### src/rtl/comparator_seq_ctrl.sv
// rtl/comparator_seq_ctrl.sv - sequential MSB-first unsigned comparator using one 2-bit slice per clock
module comparator_seq_ctrl #(
    parameter int WIDTH = 8,
    localparam int SLICES = WIDTH / 2,
    localparam int CW = $clog2(SLICES) + 1
) (
    input  logic             clk,
    input  logic             rst_n,
    input  logic             start,
    input  logic [WIDTH-1:0] a_in,
    input  logic [WIDTH-1:0] b_in,
    output logic             busy,
    output logic             done,
    output logic             a_greater,
    output logic             a_equal,
    output logic             a_less,
    output logic [CW-1:0]    cycles_used
);

    localparam int IW = (SLICES > 1) ? $clog2(SLICES) : 1;

    localparam logic [1:0] IDLE    = 2'd0;
    localparam logic [1:0] COMPARE = 2'd1;
    localparam logic [1:0] DONE    = 2'd2;

    generate
        if ((WIDTH % 2) != 0 || WIDTH < 2) begin : g_bad_width
            $error("comparator_seq_ctrl: WIDTH must be even and >= 2");
        end
    endgenerate

    logic [1:0]       state;
    logic [WIDTH-1:0] a_q;
    logic [WIDTH-1:0] b_q;
    logic [IW-1:0]    idx;
    logic [CW-1:0]    cnt;
    logic [1:0]       sa;
    logic [1:0]       sb;

    // The single shared 2-bit slice, selected by the walking index.
    assign sa = a_q[{idx, 1'b0} +: 2];
    assign sb = b_q[{idx, 1'b0} +: 2];

    assign busy = (state == COMPARE) || (state == DONE);
    assign done = (state == DONE);

    always_ff @(posedge clk or negedge rst_n) begin
        if (!rst_n) begin
            state       <= IDLE;
            a_q         <= '0;
            b_q         <= '0;
            idx         <= '0;
            cnt         <= '0;
            a_greater   <= 1'b0;
            a_equal     <= 1'b0;
            a_less      <= 1'b0;
            cycles_used <= '0;
        end else begin
            case (state)
                IDLE: begin
                    if (start) begin
                        a_q   <= a_in;
                        b_q   <= b_in;
                        idx   <= IW'(SLICES - 1);
                        cnt   <= '0;
                        state <= COMPARE;
                    end
                end
                COMPARE: begin
                    cnt <= cnt + CW'(1);
                    if (sa > sb) begin
                        a_greater   <= 1'b1;
                        a_equal     <= 1'b0;
                        a_less      <= 1'b0;
                        cycles_used <= cnt + CW'(1);
                        state       <= DONE;
                    end else if (sa < sb) begin
                        a_greater   <= 1'b0;
                        a_equal     <= 1'b0;
                        a_less      <= 1'b1;
                        cycles_used <= cnt + CW'(1);
                        state       <= DONE;
                    end else if (idx == '0) begin
                        a_greater   <= 1'b0;
                        a_equal     <= 1'b1;
                        a_less      <= 1'b0;
                        cycles_used <= CW'(SLICES);
                        state       <= DONE;
                    end else begin
                        idx <= idx - IW'(1);
                    end
                end
                DONE: begin
                    state <= IDLE;
                end
                default: begin
                    state <= IDLE;
                end
            endcase
        end
    end

endmodule

### config.mk
export PLATFORM = sky130hd
export DESIGN_NAME = comparator_seq_ctrl
export DESIGN_NICKNAME = d
export VERILOG_FILES = /design/src/rtl/comparator_seq_ctrl.sv
export SDC_FILE = /design/constraint.sdc
export NUM_CORES = 1
export LEC_CHECK = 0
export CAP_MARGIN = 20
export CORE_MARGIN = 2
export CORE_UTILIZATION = 45
export CTS_CLUSTER_SIZE = 25
export DETAILED_ROUTE_END_ITERATION = 10
export GPL_ROUTABILITY_DRIVEN = 0
export GPL_TIMING_DRIVEN = 0
export HOLD_SLACK_MARGIN = 0.03
export PLACE_DENSITY = 0.7
export SYNTH_ARGS = -nofsm -noshare
export SYNTH_HDL_FRONTEND = slang
export SYNTH_SLANG_ARGS = --single-unit
### constraint.sdc
create_clock -name clk -period 2.4 [get_ports clk]
set_input_delay 0.48 -clock clk [delete_from_list [all_inputs] [get_ports clk]]
set_output_delay 0.48 -clock clk [all_outputs]
set_load 0.1 [all_outputs]
# Word-level counts from Yosys, hierarchy flattened
# Index checks and enable logic that the tools add are counted.
[totals] inputBits=19 out_inout_bits=8 word_cells=55 ff_bits=29
[op_classes] n_shift=2 add_sub_neg=2 muxes=23 n_lt_le_gt_ge=2 n_eq_ne=7 reduce_logical=10
[op_table] op="two-way mux 2 bit" n=8
[op_table] op="indexed part select 8 x 4 -> 2 bit" n=2
[op_table] op="two-way mux 3 bit" n=4
[op_table] op="two-way mux 1 bit" n=8
[op_table] op="!= test 2 bit, second input constant" n=4
[op_table] op="case mux 2 bit (2 select lines)" n=2
[op_table] op="AND reduction 2 bit" n=4
[op_table] op="case mux 3 bit (2 select lines)" n=1
[op_table] op="AND reduction 5 bit" n=1
[op_table] op="zero test 2 bit" n=2
[op_table] op="!= test 4 x 1 -> 1 bit, second input constant" n=1
[op_table] op="adder 3 x 1 -> 3 bit, second input constant" n=1
[op_table] op="nonzero test 3 bit" n=1
[op_table] op="== test 2 x 1 -> 1 bit, second input constant" n=1
[op_table] op="== test 2 bit, second input constant" n=1
[op_table] op="greater-than comparator 2 bit" n=1
[op_table] op="less-than comparator 2 bit" n=1
[op_table] op="nonzero test 2 bit" n=1
[op_table] op="subtractor 2 x 1 -> 2 bit, second input constant" n=1
[op_table] op="logical OR 1 bit" n=1

# Logic depth before layout (Yosys ltp)
# Gate-level depths: netlist (run 1).
[logic_depth] ltp_word=5 depth_mapped=7 mapped_depth_nobuf=6

# Worst setup path before layout (run 1)
# OpenSTA, ideal clock, no wires.
[synth_path] path_type="register -> register" from="register idx[0]" to="register idx[1]" required_ns=2.261 n_path_buf=1 arrival_ns=1.864 synth_period_minus_slack_ns=2.003 path_slack_ns=0.397 stages_incl_launch_ff=7 setup_time_ns=0.139 path_cell_list="dfrtp_1 -> buf_2 -> mux4_2 -> ha_1 -> nand2_1 -> o41ai_1 -> a2111oi_2"
[synth_via] elab_chain_cells=5 word_cells_on_any_way=14 cone_classes="add/sub: 1; order compare: 2; eq/ne: 3; shift: 2; mux: 4; reduce/logical: 2"
[synth_lines] item="start, declared" line_no="35" rtl="logic [IW-1:0] idx;"
[synth_lines] item="start signal, assigned" line_no="64" rtl="idx <= IW'(SLICES - 1);"
[synth_lines] item="start signal, assigned" line_no="90" rtl="idx <= idx - IW'(1);"
[synth_lines] item="branches (longest 5 deep; another with less-than comparator 2 bit)"
# Several ways; the timed one is not identified. The select of a mux whose other input is x is not followed.
# A chain may end at the register's enable or synchronous reset.

# Worst setup path in the final report (run 1)
[layout_path] from="register state[0]" to="output port done"
[layout_via] elab_chain_cells=1
[layout_lines] item="start, declared" line_no="32" rtl="logic [1:0] state;"
[layout_lines] item="start signal, assigned" line_no="49" rtl="state <= IDLE;"
[layout_lines] item="start signal, assigned" line_no="66" rtl="state <= COMPARE;"
[layout_lines] item="start signal, assigned" line_no="76" rtl="state <= DONE;"
[layout_lines] item="== test 2 bit" line_no="45" rtl="assign done = (state == DONE);"
[layout_lines] item="end, declared" line_no="13" rtl="output logic done,"
# Every way passes these cells.

==> impl_metrics.ini, run 1 <==
[critical_path]
cp-end-kind = primary output
crit_type = reg -> out
arrival_ns = 1.85
r2r-end = idx[1]$_DFFE_PN0P_
worst_setup_path_start_kind = flip-flop
crit_fanout = 3
reg2reg_slack_ns = 0.15
rr_startpoint = idx[0]$_DFFE_PN0P_
cp.required_ns = 1.92
reg2regPathDepth = 6

[synth]
yosysMostFrequentCell = dfrtp_1
netlist_area_sq_um = 1530
muxShareOfSynthArea_pct = 21.4
yosys.area_share.simple_pct = 7.28
syn_inst = 116
synth_top_family_by_area = multiplexers
synth_top_area_share_pct = 47.5
ys_seq_elements = 29
synth.area.top_cells = dfrtp_1, mux2_4, mux4_2, ha_1, mux2_2
synth_compound_area_share_pct = 12.9
synth_fa_ha_area_share_pct = 5.73
synth_xor_area_share_pct = 0.573
ys_warn_count = 0
synth_edf_count = 0
synth_fp_nets = 142
ys.flop_type = dfrtp_1
synth_commonest_cells = dfrtp_1, inv_1, mux2_4, ha_1, mux2_2
synth.largest_area_cell = dfrtp_1
synth_area_per_cell_sq_um = 13.2
ys_seq_area_share_pct = 47.5
async_flop_share_pct = 100
synthDistinctLibCells = 36

[final_layout]
fin_nets = 176
n_antenna_cell = 0
drive_gt1_share_pct = 25.2
area.growth.synth_to_final_pct = 27.7

[sta]
grt_setup_unrepaired = no
finClkSkew_ns = 0.00903
finalCriticalPeriod_ns = 2.33
finalCritPeriodShare_pct = 97.1
worst_slew_pin_slew_ns = 0.964
setup_tns_ns = 0
max_freq_ghz = 0.429
setup_viol = 0
slew-limit-headroom_pct = 35.5
finalHoldViolations = 0
maxSlewViolCount = 0

[place]
place_hpwl_mm = 2.21
io_buffer_count = 26

[floorplan]
die_w_um = 62.3
initial_core_util_pct = 46.2
die_y_um = 62.3
num_rows = 21
coreArea_sq_um = 3310
pin_count = 27
die-area_sq_um = 3880

[run]
maxCapViolCount = 0

[clock_network]
holdBufCountCts = 0
cts_sinks = 29
postCtsSetupBuffers = 0
clk_pin_slew_worst_paths_ns = 0.10
clock_latency_ns = 0.32
clock_path_buffers = 2
cts_max_level = 2
cts_tree = done
numCtsBuffers = 5
ctsRootBufferMaster = clkbuf_4

[routing]
first_iter_violations = 30
routed_wl_mm = 2.95
wl_per_cell_um = 15.0
postRouteAntennaNets = 0
num_vias = 1042
vias_per_cell = 5.29
drc = 0
drt_pass1_iterations = 4

[global_route]
grt_pass1_vias = 1063
antenna_found_initial = 0
grt_overflow = 0
grt_pass1_wl_mm = 4.92
track_usage_pct = 16.9
grt_max_degree = 16

[hold_path]
hold_path.class = reg -> reg
worstHoldStart = cnt[1]$_DFFE_PN0P_
min_delay_path_depth = 1
whs_endpoint = cnt[1]$_DFFE_PN0P_

[run_status]
outcome = complete, no violations
[worst max-delay path, cell delays in order, from the launching register on]
cell and delay [ns]:
dfrtp_1 0.41, inv_1 0.12, ha_1 0.15, dlygate4sd2_1 0.84
[per-stage QoR]
| step | std cells | cell area [sq um] | utilization [%] | hold WS [ns] | worst slack (ns) |
|---|---|---|---|---|---|
| floorplan | 116 | 1530 | - | 0.184 | 0.397 |
| global placement | 188 | 1850 | 55.8 | 0.481 | 0.0891 |
| detailed placement | 189 | 1860 | 56.2 | 0.485 | 0.0767 |
| CTS | 197 | 1950 | 58.8 | 0.506 | 0.0198 |
| global route | 197 | 1950 | 59.0 | 0.523 | 0.000771 |
| finish | 197 | 1950 | 59.0 | 0.501 | 0.0690 |
[worst max path at each step]
stage / startpoint / slack (ns) / to / cells after the start
3_3_place_gp: state[0]$_DFFE_PN0P_ / 0.09 / busy / 3
3_5_place_dp: state[0]$_DFFE_PN0P_ / 0.08 / busy / 3
4_1_cts: state[0]$_DFFE_PN0P_ / 0.02 / busy / 3
5_1_grt: idx[0]$_DFFE_PN0P_ / 0.0008 / state[0]$_DFFE_PN0P_ / 7
6_report: state[0]$_DFFE_PN0P_ / 0.07 / done / 3
2_1_floorplan: idx[0]$_DFFE_PN0P_ / 0.40 / idx[1]$_DFFE_PN0P_ / 6
[timing repair]
action / 4_1_cts / 5_1_grt
endpoints found under the hold margin: 0 / 0
setup endpoints to repair: 2 / 3
gates resized for setup: 3 / 3
[flip-flops by register name, indices dropped and copies added, names as in the netlist]
name,cells
a_equal,1
a_greater,1
a_less,1
a_q,8
b_q,8
cnt,3
cycles_used,3
idx,2
state,2
[final cells by class]
type	instances	area, sq um
Clock buffer	7	55.1
Inverter	11	41.3
Tap cell	46	57.6
Timing Repair Buffer	27	272
Buffer	4	28.8
Multi-Input combinational cell	72	742
Clock inverter	1	30.0
Fill cell	303	1360
Sequential cell	29	726
[layer usage]
metal  up-vias  track usage, %  part of all wire, %
met5         -               0                    0
met2        38            27.4                   49
met1       495            20.3                   44
met3         7            5.62                  4.7
li1        502               -                    -
met4         0            8.33                  2.0
[cell families (layout without fill, tap and decap cells)]
| logic type | after synthesis | in the layout |
|---|---|---|
| adder cells (fa/ha/maj) | 7 | 7 |
| flip-flops | 29 | 29 |
| XOR/XNOR | 1 | 1 |
| AO/OA/AOI/OAI | 23 | 23 |
| buffers and inverters | 15 | 50 |
| multiplexers | 22 | 22 |
| AND/OR/NAND/NOR | 19 | 19 |
[cells in the final DEF, fill, tap and decap left out, types with 2 or more instances in the layout]
cell / count
buf_2: 2
dfrtp_1: 29
inv_1: 11
ha_1: 7
mux2_4: 10
mux2i_1: 2
o31ai_1: 2
clkbuf_4: 5
nor2_1: 2
a311oi_1: 3
clkdlybuf4s50_1: 23
nor2b_1: 3
nor3_1: 2
mux2_2: 6
nand2_1: 3
mux4_2: 4
a22o_1: 3
a22oi_1: 3
a21oi_1: 4
nand2b_1: 2
Power of run 1 is not shown: default switching activity piles up to over one toggle a cycle in this logic, so the estimate is an artifact.
==> run 2, diff against run 1 <==
- CTS_CLUSTER_DIAMETER: not set -> 200
==> results of run 2 <==
The final DEF is identical to that of run 1; final timing and power are the same.
Power of run 2 is left out for the same reason.
==> run 3, diff against run 2 <==
- SETUP_SLACK_MARGIN: not set -> 0.1
==> impl_metrics.ini, run 3 (same netlist as run 1, synthesis figures left out) <==
[clock_network]
clk_pin_slew_worst_paths_ns = 0.09
cts_tree = done
cts_max_level = 2
ctsRootBufferMaster = clkbuf_4
numCtsBuffers = 5
cts_sinks = 29
clock_path_buffers = 2
clock_latency_ns = 0.32

[sta]
setup_tns_ns = 0
finalCriticalPeriod_ns = 2.18
maxSlewViolCount = 0
worst_slew_pin_slew_ns = 0.955
slew-limit-headroom_pct = 36.6
setup_viol = 0
max_freq_ghz = 0.458
finalHoldViolations = 0
finClkSkew_ns = 0.00450
finalCritPeriodShare_pct = 90.9
grt_setup_unrepaired = no

[floorplan]
num_rows = 21
die-area_sq_um = 3880
die_w_um = 62.3
initial_core_util_pct = 46.2
pin_count = 27
die_y_um = 62.3
coreArea_sq_um = 3310

[critical_path]
path_cells = clkbuf_4 -> mux4_2 -> ha_1 -> and2_1 -> a311oi_1 -> a2111oi_2
crit_type = reg -> reg
crit_family = multiplexers
worst_setup_path_start_kind = flip-flop
arrival_ns = 2.40
cp_slowest_cell = mux4_2
cp-end-kind = flip-flop
crit_fanout = 6
cp.required_ns = 2.62
path_buf_inv = 1
crit_path_max_incr_delay_ns = 0.51

[global_route]
grt_pass1_vias = 1063
grt_pass1_wl_mm = 4.92
track_usage_pct = 16.9
antenna_found_initial = 0
grt_max_degree = 16
grt_overflow = 0

[routing]
num_vias = 1051
routed_wl_mm = 2.94
vias_per_cell = 5.28
postRouteAntennaNets = 0
wl_per_cell_um = 14.8
drt_pass1_iterations = 4
drc = 0
first_iter_violations = 25

[run]
maxCapViolCount = 0

[final_layout]
fin_nets = 178
area.growth.synth_to_final_pct = 29.7
drive_gt1_share_pct = 28.1
final_core_util_pct = 59.9
layout_commonest_cell = dfrtp_1
largestRegisters = a_q x8, b_q x8
fillers = 301
n_antenna_cell = 0
mostFrequentLayoutCells = dfrtp_1, clkdlybuf4s50_1, inv_1, mux2_4, ha_1

[run_status]
outcome = complete, no violations

[place]
io_buffer_count = 26
place_hpwl_mm = 2.21

[hold_path]
hold_path.class = reg -> reg
## run 3: cell count changes in the layout (fill, tap and decap cells not counted), sizes merged
cell,before,now
clkdlybuf4s15,0,2
dlygate4sd2,1,6
buf,5,6
dlymetal6s2s,1,0
clkdlybuf4s50,23,18
## run 3: area by class of cell
| class | count | area (sq um) | share of cell area, % |
|---|---|---|---|
| Sequential cell | 29 | 726 | 36.6 |
| Timing Repair Buffer | 29 | 285 | 14.4 |
| Tap cell | 46 | 57.6 | 2.90 |
| Clock buffer | 7 | 55.1 | 2.78 |
| Buffer | 4 | 31.3 | 1.58 |
| Inverter | 11 | 41.3 | 2.08 |
| Clock inverter | 1 | 30.0 | 1.51 |
| Multi-Input combinational cell | 72 | 757 | 38.2 |
## run 3: layer usage
layer | share of wire, % | vias up | track usage [%]
li1 | - | 506 | -
met4 | 2.5 | 0 | 8.33
met3 | 4.2 | 9 | 5.62
met2 | 49 | 33 | 27.4
met5 | 0 | - | 0
met1 | 44 | 503 | 20.3
## run 3: timing repair
item | CTS | global route
resized for setup | 12 | 5
setup endpoints to repair | 8 | 6
buffers inserted | 0 | 2
hold buffers | 0 | 0
pin swaps | 0 | 0
hold endpoints to repair | 0 | 0
## run 3: per-stage QoR
step	setup WS (ns)	cell area (sq um)	instances	hold WS (ns)
after global placement	0.0891	1850	188	0.481
after floorplan	0.397	1530	116	0.184
after detailed placement	0.0767	1860	189	0.485
final	0.218	1980	199	0.502
after global routing	0.123	1980	199	0.523
after CTS	0.142	1940	197	0.506
## run 3: worst paths after layout
path	slack (ns)	endpoint	cells after the start	start
worst max-delay path	0.22	idx[1]$_DFFE_PN0P_	6	idx[0]$_DFFE_PN0P_
worst min-delay path	0.50	cnt[1]$_DFFE_PN0P_	1	cnt[1]$_DFFE_PN0P_
worst max register to register	0.22	idx[1]$_DFFE_PN0P_	6	idx[0]$_DFFE_PN0P_
worst min register to register	0.50	cnt[1]$_DFFE_PN0P_	1	cnt[1]$_DFFE_PN0P_
max in group asynchronous	1.26	cycles_used[0]$_DFFE_PN0P_	2	rst_n
min in group asynchronous	0.58	state[1]$_DFFE_PN0P_	1	rst_n
Power of run 3 is left out for the same reason.
